--- src/rtl/trace_readout_pkg.sv ---
// Shared constants, FSM state type and sizing helper for the trace readout block.
package trace_readout_pkg;

    localparam logic [7:0] HDR_BYTE = 8'hA5;
    localparam logic [7:0] TRL_BYTE = 8'h5A;

    localparam int FPAY           = 32;
    localparam int BYTES_PER_WORD = FPAY / 8;

    typedef enum logic [3:0] {
        IDLE,
        HDR,
        RD,
        CAP,
        SEND,
        CHK,
        TRL0,
        TRL1,
        TRL2
    } state_e;

    function automatic int bytes_per_word(input int width);
        return width / 8;
    endfunction

endpackage

--- src/rtl/trace_readout_if.sv ---
// Byte stream toward the debug host link (valid/ready handshake).
interface trace_readout_if;

    logic [7:0] byte_out;
    logic       byte_valid;
    logic       byte_ready;

    modport master (
        output byte_out,
        output byte_valid,
        input  byte_ready
    );

    modport slave (
        input  byte_out,
        input  byte_valid,
        output byte_ready
    );

endinterface

--- src/rtl/trace_readout_word_serializer.sv ---
// Loads one trace word and emits its bytes LSB first under valid/ready.
module trace_word_serializer
    import trace_readout_pkg::*;
#(
    parameter int Fpay = FPAY
) (
    input  logic            clk,
    input  logic            reset,
    input  logic            load,
    input  logic [Fpay-1:0] word_in,
    input  logic            byte_ready,
    output logic [7:0]      byte_data,
    output logic            byte_valid,
    output logic            last_byte_done
);

    localparam int BPW = bytes_per_word(Fpay);
    localparam int CW  = (BPW > 1) ? $clog2(BPW) : 1;

    logic [Fpay-1:0] shift_q, shift_d;
    logic [CW-1:0]   remain_q, remain_d;
    logic            valid_q, valid_d;
    logic            hs;

    assign hs             = valid_q && byte_ready;
    assign last_byte_done = hs && (remain_q == '0);
    assign byte_data      = shift_q[7:0];
    assign byte_valid     = valid_q;

    // Next-state: load a word, then shift one byte out per handshake until the count hits zero.
    always_comb begin
        shift_d  = shift_q;
        remain_d = remain_q;
        valid_d  = valid_q;
        if (load) begin
            shift_d  = word_in;
            remain_d = CW'(BPW - 1);
            valid_d  = 1'b1;
        end else if (hs) begin
            if (remain_q == '0) begin
                valid_d = 1'b0;
            end else begin
                shift_d  = shift_q >> 8;
                remain_d = remain_q - CW'(1);
            end
        end
    end

    // Serializer registers.
    always_ff @(posedge clk) begin
        if (reset) begin
            shift_q  <= '0;
            remain_q <= '0;
            valid_q  <= 1'b0;
        end else begin
            shift_q  <= shift_d;
            remain_q <= remain_d;
            valid_q  <= valid_d;
        end
    end

endmodule

--- src/rtl/trace_readout.sv ---
// Trace buffer read-side controller: drains words on a dump request and frames
// them as A5 <data bytes> [checksum] 5A <count lo> <count hi> toward the host link.
// Optional checksum byte enabled by defining TRACE_READOUT_CHECKSUM_EN.
//
// state | meaning
// IDLE  | waiting for dump_start
// HDR   | presenting header byte A5
// RD    | tb_rd strobe to the trace buffer
// CAP   | tb_dout valid, loaded into the serializer
// SEND  | serializer emitting the word's bytes
// CHK   | presenting XOR of all data bytes (checksum build only)
// TRL0  | presenting trailer byte 5A
// TRL1  | presenting words_sent[7:0]
// TRL2  | presenting words_sent[15:8]
module trace_readout
    import trace_readout_pkg::*;
#(
    parameter int Fpay     = FPAY,
    parameter int TB_Depth = 512,
    parameter int CNTw     = 10
) (
    input  logic              clk,
    input  logic              reset,
    input  logic              dump_start,
    input  logic              tb_empty,
    output logic              tb_rd,
    input  logic [Fpay-1:0]   tb_dout,
    output logic              busy,
    output logic [CNTw-1:0]   words_sent,
    trace_readout_if.master   host
);

    state_e          state_q, state_d;
    logic            busy_q, busy_d;
    logic            tb_rd_q, tb_rd_d;
    logic [CNTw-1:0] ws_q, ws_d;
    logic [7:0]      frame_byte_q, frame_byte_d;
    logic            frame_valid_q, frame_valid_d;

    logic            ser_load;
    logic            ser_valid;
    logic            ser_last;
    logic [7:0]      ser_byte;

    logic            byte_valid_w;
    logic            hs;
    logic            more_words;
    logic            word_boundary;
    logic [15:0]     ws_ext;

`ifdef TRACE_READOUT_CHECKSUM_EN
    logic [7:0]      chk_q, chk_d;
`endif

    trace_word_serializer #(.Fpay(Fpay)) u_ser (
        .clk            (clk),
        .reset          (reset),
        .load           (ser_load),
        .word_in        (tb_dout),
        .byte_ready     (host.byte_ready),
        .byte_data      (ser_byte),
        .byte_valid     (ser_valid),
        .last_byte_done (ser_last)
    );

    // Frame bytes and data bytes are never valid together, so a plain mux suffices.
    assign byte_valid_w    = frame_valid_q | ser_valid;
    assign host.byte_valid = byte_valid_w;
    assign host.byte_out   = ser_valid ? ser_byte : frame_byte_q;
    assign hs              = byte_valid_w && host.byte_ready;

    assign tb_rd      = tb_rd_q;
    assign busy       = busy_q;
    assign words_sent = ws_q;

    // The empty flag is only looked at here, at the end of the header or of a word.
    assign more_words    = !tb_empty && (ws_q != CNTw'(TB_Depth));
    assign word_boundary = ((state_q == HDR) && hs) || ((state_q == SEND) && ser_last);
    assign ws_ext        = 16'(ws_q);

    // Next-state and next-output logic for the framing FSM.
    always_comb begin
        state_d       = state_q;
        busy_d        = busy_q;
        tb_rd_d       = 1'b0;
        ws_d          = ws_q;
        frame_byte_d  = frame_byte_q;
        frame_valid_d = frame_valid_q;
        ser_load      = 1'b0;
`ifdef TRACE_READOUT_CHECKSUM_EN
        chk_d = chk_q;
        if ((state_q == SEND) && ser_valid && host.byte_ready) begin
            chk_d = chk_q ^ ser_byte;
        end
`endif

        case (state_q)
            IDLE: begin
                if (dump_start) begin
                    ws_d          = '0;
                    busy_d        = 1'b1;
                    frame_byte_d  = HDR_BYTE;
                    frame_valid_d = 1'b1;
                    state_d       = HDR;
`ifdef TRACE_READOUT_CHECKSUM_EN
                    chk_d = '0;
`endif
                end
            end
            HDR:  ;
            RD:   state_d = CAP;
            CAP: begin
                ser_load = 1'b1;
                if (ws_q != CNTw'(TB_Depth)) begin
                    ws_d = ws_q + CNTw'(1);
                end
                state_d = SEND;
            end
            SEND: ;
`ifdef TRACE_READOUT_CHECKSUM_EN
            CHK: begin
                if (hs) begin
                    frame_byte_d = TRL_BYTE;
                    state_d      = TRL0;
                end
            end
`endif
            TRL0: begin
                if (hs) begin
                    frame_byte_d = ws_ext[7:0];
                    state_d      = TRL1;
                end
            end
            TRL1: begin
                if (hs) begin
                    frame_byte_d = ws_ext[15:8];
                    state_d      = TRL2;
                end
            end
            TRL2: begin
                if (hs) begin
                    frame_valid_d = 1'b0;
                    busy_d        = 1'b0;
                    state_d       = IDLE;
                end
            end
            default: state_d = IDLE;
        endcase

        // Shared empty/limit decision after the header and after each word.
        if (word_boundary) begin
            if (more_words) begin
                frame_valid_d = 1'b0;
                tb_rd_d       = 1'b1;
                state_d       = RD;
            end else begin
                frame_valid_d = 1'b1;
`ifdef TRACE_READOUT_CHECKSUM_EN
                frame_byte_d  = chk_d;
                state_d       = CHK;
`else
                frame_byte_d  = TRL_BYTE;
                state_d       = TRL0;
`endif
            end
        end
    end

    // FSM state and registered outputs; reset aborts any dump in progress.
    always_ff @(posedge clk) begin
        if (reset) begin
            state_q       <= IDLE;
            busy_q        <= 1'b0;
            tb_rd_q       <= 1'b0;
            ws_q          <= '0;
            frame_byte_q  <= '0;
            frame_valid_q <= 1'b0;
`ifdef TRACE_READOUT_CHECKSUM_EN
            chk_q         <= '0;
`endif
        end else begin
            state_q       <= state_d;
            busy_q        <= busy_d;
            tb_rd_q       <= tb_rd_d;
            ws_q          <= ws_d;
            frame_byte_q  <= frame_byte_d;
            frame_valid_q <= frame_valid_d;
`ifdef TRACE_READOUT_CHECKSUM_EN
            chk_q         <= chk_d;
`endif
        end
    end

endmodule
--- src/flat_wrapper.sv ---
// flat-port wrapper written by rule: the top's interface ports become plain ports
module trace_readout_flat import trace_readout_pkg::*;
#(
    parameter int Fpay     = FPAY,
    parameter int TB_Depth = 512,
    parameter int CNTw     = 10
)
  (clk, reset, dump_start, tb_empty, tb_rd, tb_dout, busy, words_sent, host_byte_out, host_byte_valid, host_byte_ready);
  trace_readout_if host_i ();
  input  logic clk;
  input  logic reset;
  input  logic dump_start;
  input  logic tb_empty;
  output logic tb_rd;
  input  logic [Fpay-1:0] tb_dout;
  output logic busy;
  output logic [CNTw-1:0] words_sent;
  output wire logic [$bits(host_i.byte_out)-1:0] host_byte_out;
  output wire logic [$bits(host_i.byte_valid)-1:0] host_byte_valid;
  input wire logic [$bits(host_i.byte_ready)-1:0] host_byte_ready;
  assign host_byte_out = host_i.byte_out;
  assign host_byte_valid = host_i.byte_valid;
  assign host_i.byte_ready = host_byte_ready;
  trace_readout #(.Fpay(Fpay), .TB_Depth(TB_Depth), .CNTw(CNTw)) u_core (.clk(clk), .reset(reset), .dump_start(dump_start), .tb_empty(tb_empty), .tb_rd(tb_rd), .tb_dout(tb_dout), .busy(busy), .words_sent(words_sent), .host(host_i));
endmodule
--- config.mk ---
export PLATFORM = sky130hd
export DESIGN_NAME = trace_readout_flat
export DESIGN_NICKNAME = d
export VERILOG_FILES = /design/src/rtl/trace_readout_pkg.sv /design/src/rtl/trace_readout_if.sv /design/src/rtl/trace_readout_word_serializer.sv /design/src/rtl/trace_readout.sv /design/src/flat_wrapper.sv
export SDC_FILE = /design/constraint.sdc
export NUM_CORES = 1
export LEC_CHECK = 0
export ABC_AREA = 0
export CORE_MARGIN = 3
export CORE_UTILIZATION = 52
export DETAILED_ROUTE_END_ITERATION = 8
export GPL_TIMING_DRIVEN = 0
export PLACE_DENSITY_LB_ADDON = 0.3
export SLEW_MARGIN = 20
export SYNTH_ARGS = -nofsm -noshare
export SYNTH_HDL_FRONTEND = slang
export SYNTH_SLANG_ARGS = --single-unit
--- constraint.sdc ---
create_clock -name clk -period 2.3 [get_ports clk]
set_clock_uncertainty 0.15 [all_clocks]
set_input_delay 0.345 -clock clk [delete_from_list [all_inputs] [get_ports clk]]
set_output_delay 0.345 -clock clk [all_outputs]
set_load 0.05 [all_outputs]
== Word-level counts from Yosys, hierarchy flattened ==
Cells that the tools add are included.

* Register bits: 60
* Input bits: 37
* Output and inout port bits: 21
* Word-level logic and storage cells: 86

* Add/subtract/negate cells: 2
* Equality and inequality tests: 17
* Mux-type cells: 33
* Bitwise operators: 2
* Reduce and logical (&&, ||, !) cells: 23

{| class="wikitable"
|+ Operator list
! cell !! number
|-
| $mux 32 || 3
|-
| $mux 8 || 6
|-
| $pmux 4 s7 || 1
|-
| $pmux 8 s3 || 1
|-
| $mux 10 || 2
|-
| $mux 4 || 5
|-
| $pmux 10 s2 || 1
|-
| $eq 4x3->1 const B || 3
|-
| $add 10x1->10 const B || 1
|-
| $ne 10x10->1 const B || 1
|-
| $mux 1 || 9
|-
| $ne 3x1->1 const B || 3
|-
| $reduce_and 3->1 || 3
|-
| $eq 4x2->1 const B || 2
|-
| $ne 2x1->1 const B || 4
|-
| $reduce_bool 2->1 || 4
|-
| $logic_and 1x1->1 || 6
|-
| $mux 2 || 3
|-
| $reduce_and 5->1 || 1
|-
| $eq 4x1->1 const B || 1
|-
| $eq 4x4->1 const B || 1
|-
| $logic_not 4->1 || 1
|-
| $reduce_and 2->1 || 2
|-
| $reduce_or 2->1 || 2
|-
| 11 further kinds || 11
|}

== Depth between registers and ports, before layout ==
* Depth after elaboration: 6
* Gate-level depth with buffers: 8
* Gate-level depth less buffers: 6

== Hierarchy ==
Synthesis repeated with hierarchy kept, for this count alone.

* Cells, all modules: 366
* Area total of the unflattened synthesis: 2982.9 um2

{| class="wikitable"
|+ Modules (own cells, without submodules)
! module !! instances !! cells each !! area each (um2)
|-
| trace_word_serializer || 1 || 188 || 1536.5
|-
| trace_readout || 1 || 178 || 1446.4
|}

== Worst setup path after synthesis ==
Ideal clock, no wire load.

* Path kind: register to register
* From: register u_core.ws_q[0], in the netlist u_core.words_sent[0]
* To: register u_core.ws_q[3], in the netlist u_core.words_sent[3]
* Arrival time: 2006 ps
* Data required time: 2080 ps
* Path slack: 74 ps
* Stages on the path, launching flop included: 7
* Path buffers: 0
* Clock period less this slack: 2226 ps
* Cell sequence: dfxtp_1 inv_1 ha_1 nor4b_1 and4_1 or4_1 a21oi_1

* Longest elaborated chain between the ends: 3
* Elaborated cells on any way between the ends: 6
* Classes of those cells: add/sub: 1; eq/ne: 2; mux: 2; reduce/logical: 1

{| class="wikitable"
|+ Ends and longest elaborated chain
! element !! line !! source
|-
| start, declared || trace_readout.sv:36 || <nowiki>logic [CNTw-1:0] ws_q, ws_d;</nowiki>
|-
| start signal, assigned || trace_readout.sv:185 || <nowiki>ws_q <= ws_d;</nowiki>
|-
| $add 10x1->10 or $ne 10x10->1 (tied branches) || trace_readout.sv:115, trace_readout.sv:114 ||
|-
| $mux 10 or $ne 2x1->1 (tied branches) || n/a ||
|-
| $pmux 10 s2 or $reduce_and 3->1 (tied branches) || n/a ||
|}

Several ways; a longest one is shown, not always the timed one. The select of a mux whose other input is x is not followed.
A chain may end at the register's enable or synchronous reset.

== Worst setup path after layout ==
* From: register u_core.u_ser.valid_q, in the netlist u_core.u_ser.byte_valid
* To: output port host_byte_out[7]

* Longest elaborated chain between the ends: 1

{| class="wikitable"
|+ Ends and longest elaborated chain
! element !! line !! source
|-
| start, declared || trace_readout_word_serializer.sv:22 || <nowiki>logic valid_q, valid_d;</nowiki>
|-
| start signal, assigned || trace_readout_word_serializer.sv:58 || <nowiki>valid_q <= valid_d;</nowiki>
|-
| $mux 8 || trace_readout.sv:69 || <nowiki>assign host.byte_out = ser_valid ? ser_byte : frame_byte_q;</nowiki>
|-
| end, declared || flat_wrapper.sv:18 || <nowiki>output wire logic [$bits(host_i.byte_out)-1:0] host_byte_out;</nowiki>
|}

Every way passes these cells.

==> results.ini <==
[synthesis]
synth.avg_cell_area_um2=8.980
netlist_area_um2=2990
ys_seq_elements=60
synth-edff-count=0
synth_nets=373
postSynth.asyncResetShare=0
netlist_instances=333
seq_area_frac_synth=0.4017
yosys_warnings=0
ys_types=56
synthFlopType=dfxtp_1

[setup_path]
r2r-end=u_core.words_sent[0]$_SDFFE_PP0P_
cp_max_fo=10
endpoint_kind=output port
crit_chain=clkbuf_4, mux2_2, dlygate4sd2_1
slowest_delay_ps=430
r2r_slack_ps=220
start_kind=flop
timing.rr.start=u_core.state_q[1]$_SDFFE_PP0P_
crit_arrival_ps=1760
cp_slowest_cell=dlygate4sd2_1
worst-r2r-cell-count=6
critPathRequiredTime_ps=1800
critPathKind=flop to output port

[cts]
clk_latency_ps=330
clock_path_buffers=2
clkSlewWorstSetupHoldPaths_ps=70
cts_tree=built
cts_sinks=60
h-tree-depth=3
cts_buffers=9
cts-root-buf=clkbuf_8

[finish]
final_common_cell=dfxtp_1
syn2layout_area_growth_pct=28.49
fill_cells=412
utilization=0.7202
fin_cells=473
num_antenna_cells=0
drive_gt1_frac=0.1166
fin_nets=439
most-common-layout-cells=dfxtp_1, clkdlybuf4s50_1, nor2_1, a211oi_1, mux2i_1

[route]
final_antenna_net_count=0
num_vias=2815
wl_per_cell_um=17.32
dr.first_iter.drc_count=196
drt_first_pass_iters=6
via_per_inst=5.951
drt_wl_total_mm=8.191
drc=0

[floorplan]
io_pins=58
die_y_um=81.84
core.rowCount=26
dieArea_um2=6697
die_w_um=81.84
core_um2=5335
start_util=0.5605

[min_path]
min_from=host_byte_ready
hold_path_depth=4
holdPathEnd=u_core.u_ser.byte_valid$_SDFFE_PP0P_
hp-class=primary input to flop

[placed_design]
dp.cells=458
gp_congestion=0.8680
dpl.hpwl_mm=5.856
port_buffers=55

[global_routing]
antenna_found_initial=0
use_met1=0.3284
met3_usage=0.05592
overflow=0
grt_first_pass_wirelength_mm=13.59
grt_pass1_vias=2807
globalRoute.busiestLayer=met2
grt_use_met2=0.4540
grt_usage=0.2662
grt_max_degree=11

[flow_run]
maxCapViolations=0

[timing]
fin_crit_ps=2254
rsz0062_at_grt=false
max_freq_mhz=443.6
relSlewSlack=0.5950
worst_pin_slew_ps=607.5
drv_slew=0
finalSetupViolCount=0
min_period_over_period=0.9800
hold_viol_final=0

[status]
status=completed

[power_and_ir_drop]
powerDensity_nw_per_um2=669.6
power.leakage_nw=1.516
ir_drop_v=0.0004986

==> kinds of logic after synthesis <==
kind of cell,synth area share
AOI/OAI and AO/OA,0.2339
xor gates and xnor gates,0.008788
muxes,0.1138
adders and majority gates,0.01255
DFF,0.4017
buffers and inverters,0.04811
and+or+nand+nor,0.1812
==> routing by layer <==
| layer | part of all wire | vias up |
|---|---|---|
| li1 | - | 1362 |
| met1 | 0.41 | 1304 |
| met2 | 0.49 | 127 |
| met3 | 0.073 | 22 |
| met4 | 0.026 | 0 |
| met5 | 0 | - |
==> critical path, delay by kind of cell (launching register included) <==
kind                   cells  cell delay (ps)
DFF                        1              410
buffers and inverters      2              670
muxes                      1              350
==> Yosys cell counts (all sizes together) (2+ instances only) <==
cell	n	area, um^2
clkbuf	15	56.30
mux2	8	90.09
inv	9	33.78
o211a	2	20.02
a21o	3	22.52
nand3	6	30.03
nand3b	5	50.05
a211oi	27	207.7
nand4	5	31.28
nor2	40	152.6
or3	4	25.02
a22oi	14	105.1
nor3b	4	35.03
ha	3	37.54
nor3	2	15.01
or4	3	22.52
nand2	16	60.06
dfxtp	60	1201
o21ai	10	50.05
nor2b	4	25.02
and2	4	25.03
and3	3	18.77
o31ai	2	15.01
buf	10	53.79
o2111ai	3	26.28
a311oi	4	41.29
xor2	2	17.52
mux2i	25	250.2
a21oi	23	115.1
==> sequential cells by signal (all words and copies together), names as in the netlist <==
signal                   cells
u_core.words_sent           10
u_core.frame_valid_q         1
u_core.busy                  1
u_core.state_q               4
u_core.frame_byte_q          8
u_core.u_ser.remain_q        2
u_core.u_ser.shift_q        32
u_core.u_ser.byte_valid      1
u_core.tb_rd                 1
==> metrics by stage <==
| step | worst slack, ps | power (W) | cell area, um^2 | hold WS, ps | setup TNS [ps] |
|---|---|---|---|---|---|
| 6_report | 45.90 | 0.002573 | 3842 | 260.1 | 0 |
| 5_1_grt | 3.377 | 0.002671 | 3842 | 314.0 | 0 |
| 4_1_cts | -35.98 | 0.002576 | 3841 | 248.1 | -35.98 |
| 3_5_place_dp | -162.6 | 0.001607 | 3628 | 333.2 | -1270 |
| 3_3_place_gp | -145.2 | 0.001601 | 3628 | 327.2 | -1114 |
| 2_1_floorplan | 73.80 | 0.001444 | 2990 | 312.6 | 0 |
==> power by group <==
group / internal [W] / switching (W)
sequential: 0.00107 / 0.0000263
clock: 0.000585 / 0.000395
combinational: 0.000206 / 0.000287
==> cell type report <==
cell class | count | area, um^2 | area share
inverters | 9 | 33.78 | 0.008792
multi-input cells | 239 | 1645 | 0.4282
repair buffers | 55 | 556.8 | 0.1449
well taps | 70 | 87.58 | 0.02279
flip-flops and latches | 60 | 1202 | 0.3129
plain buffers | 25 | 113.9 | 0.02963
clock buffers | 14 | 172.7 | 0.04494
clock inverters | 1 | 30.03 | 0.007815
==> worst max path at each step <==
stage,from,endpoint,slack (ps)
after floorplan,u_core.words_sent[0]$_SDFFE_PP0P_,u_core.words_sent[3]$_SDFFE_PP0P_,70
after global placement,u_core.u_ser.byte_valid$_SDFFE_PP0P_,host_byte_out[5],-150
after detailed placement,u_core.u_ser.byte_valid$_SDFFE_PP0P_,host_byte_out[4],-160
after CTS,u_core.u_ser.byte_valid$_SDFFE_PP0P_,host_byte_out[7],-40
after global routing,u_core.u_ser.byte_valid$_SDFFE_PP0P_,host_byte_out[7],3
final,u_core.u_ser.byte_valid$_SDFFE_PP0P_,host_byte_out[7],50
==> what timing repair did <==
item | in CTS | in global routing
setup endpoints to repair | 9 | 8
setup buffers | 0 | 0
hold buffers | 0 | 0
gates resized for setup | 25 | 1
Note: power is estimated with default switching activity, not from simulation.
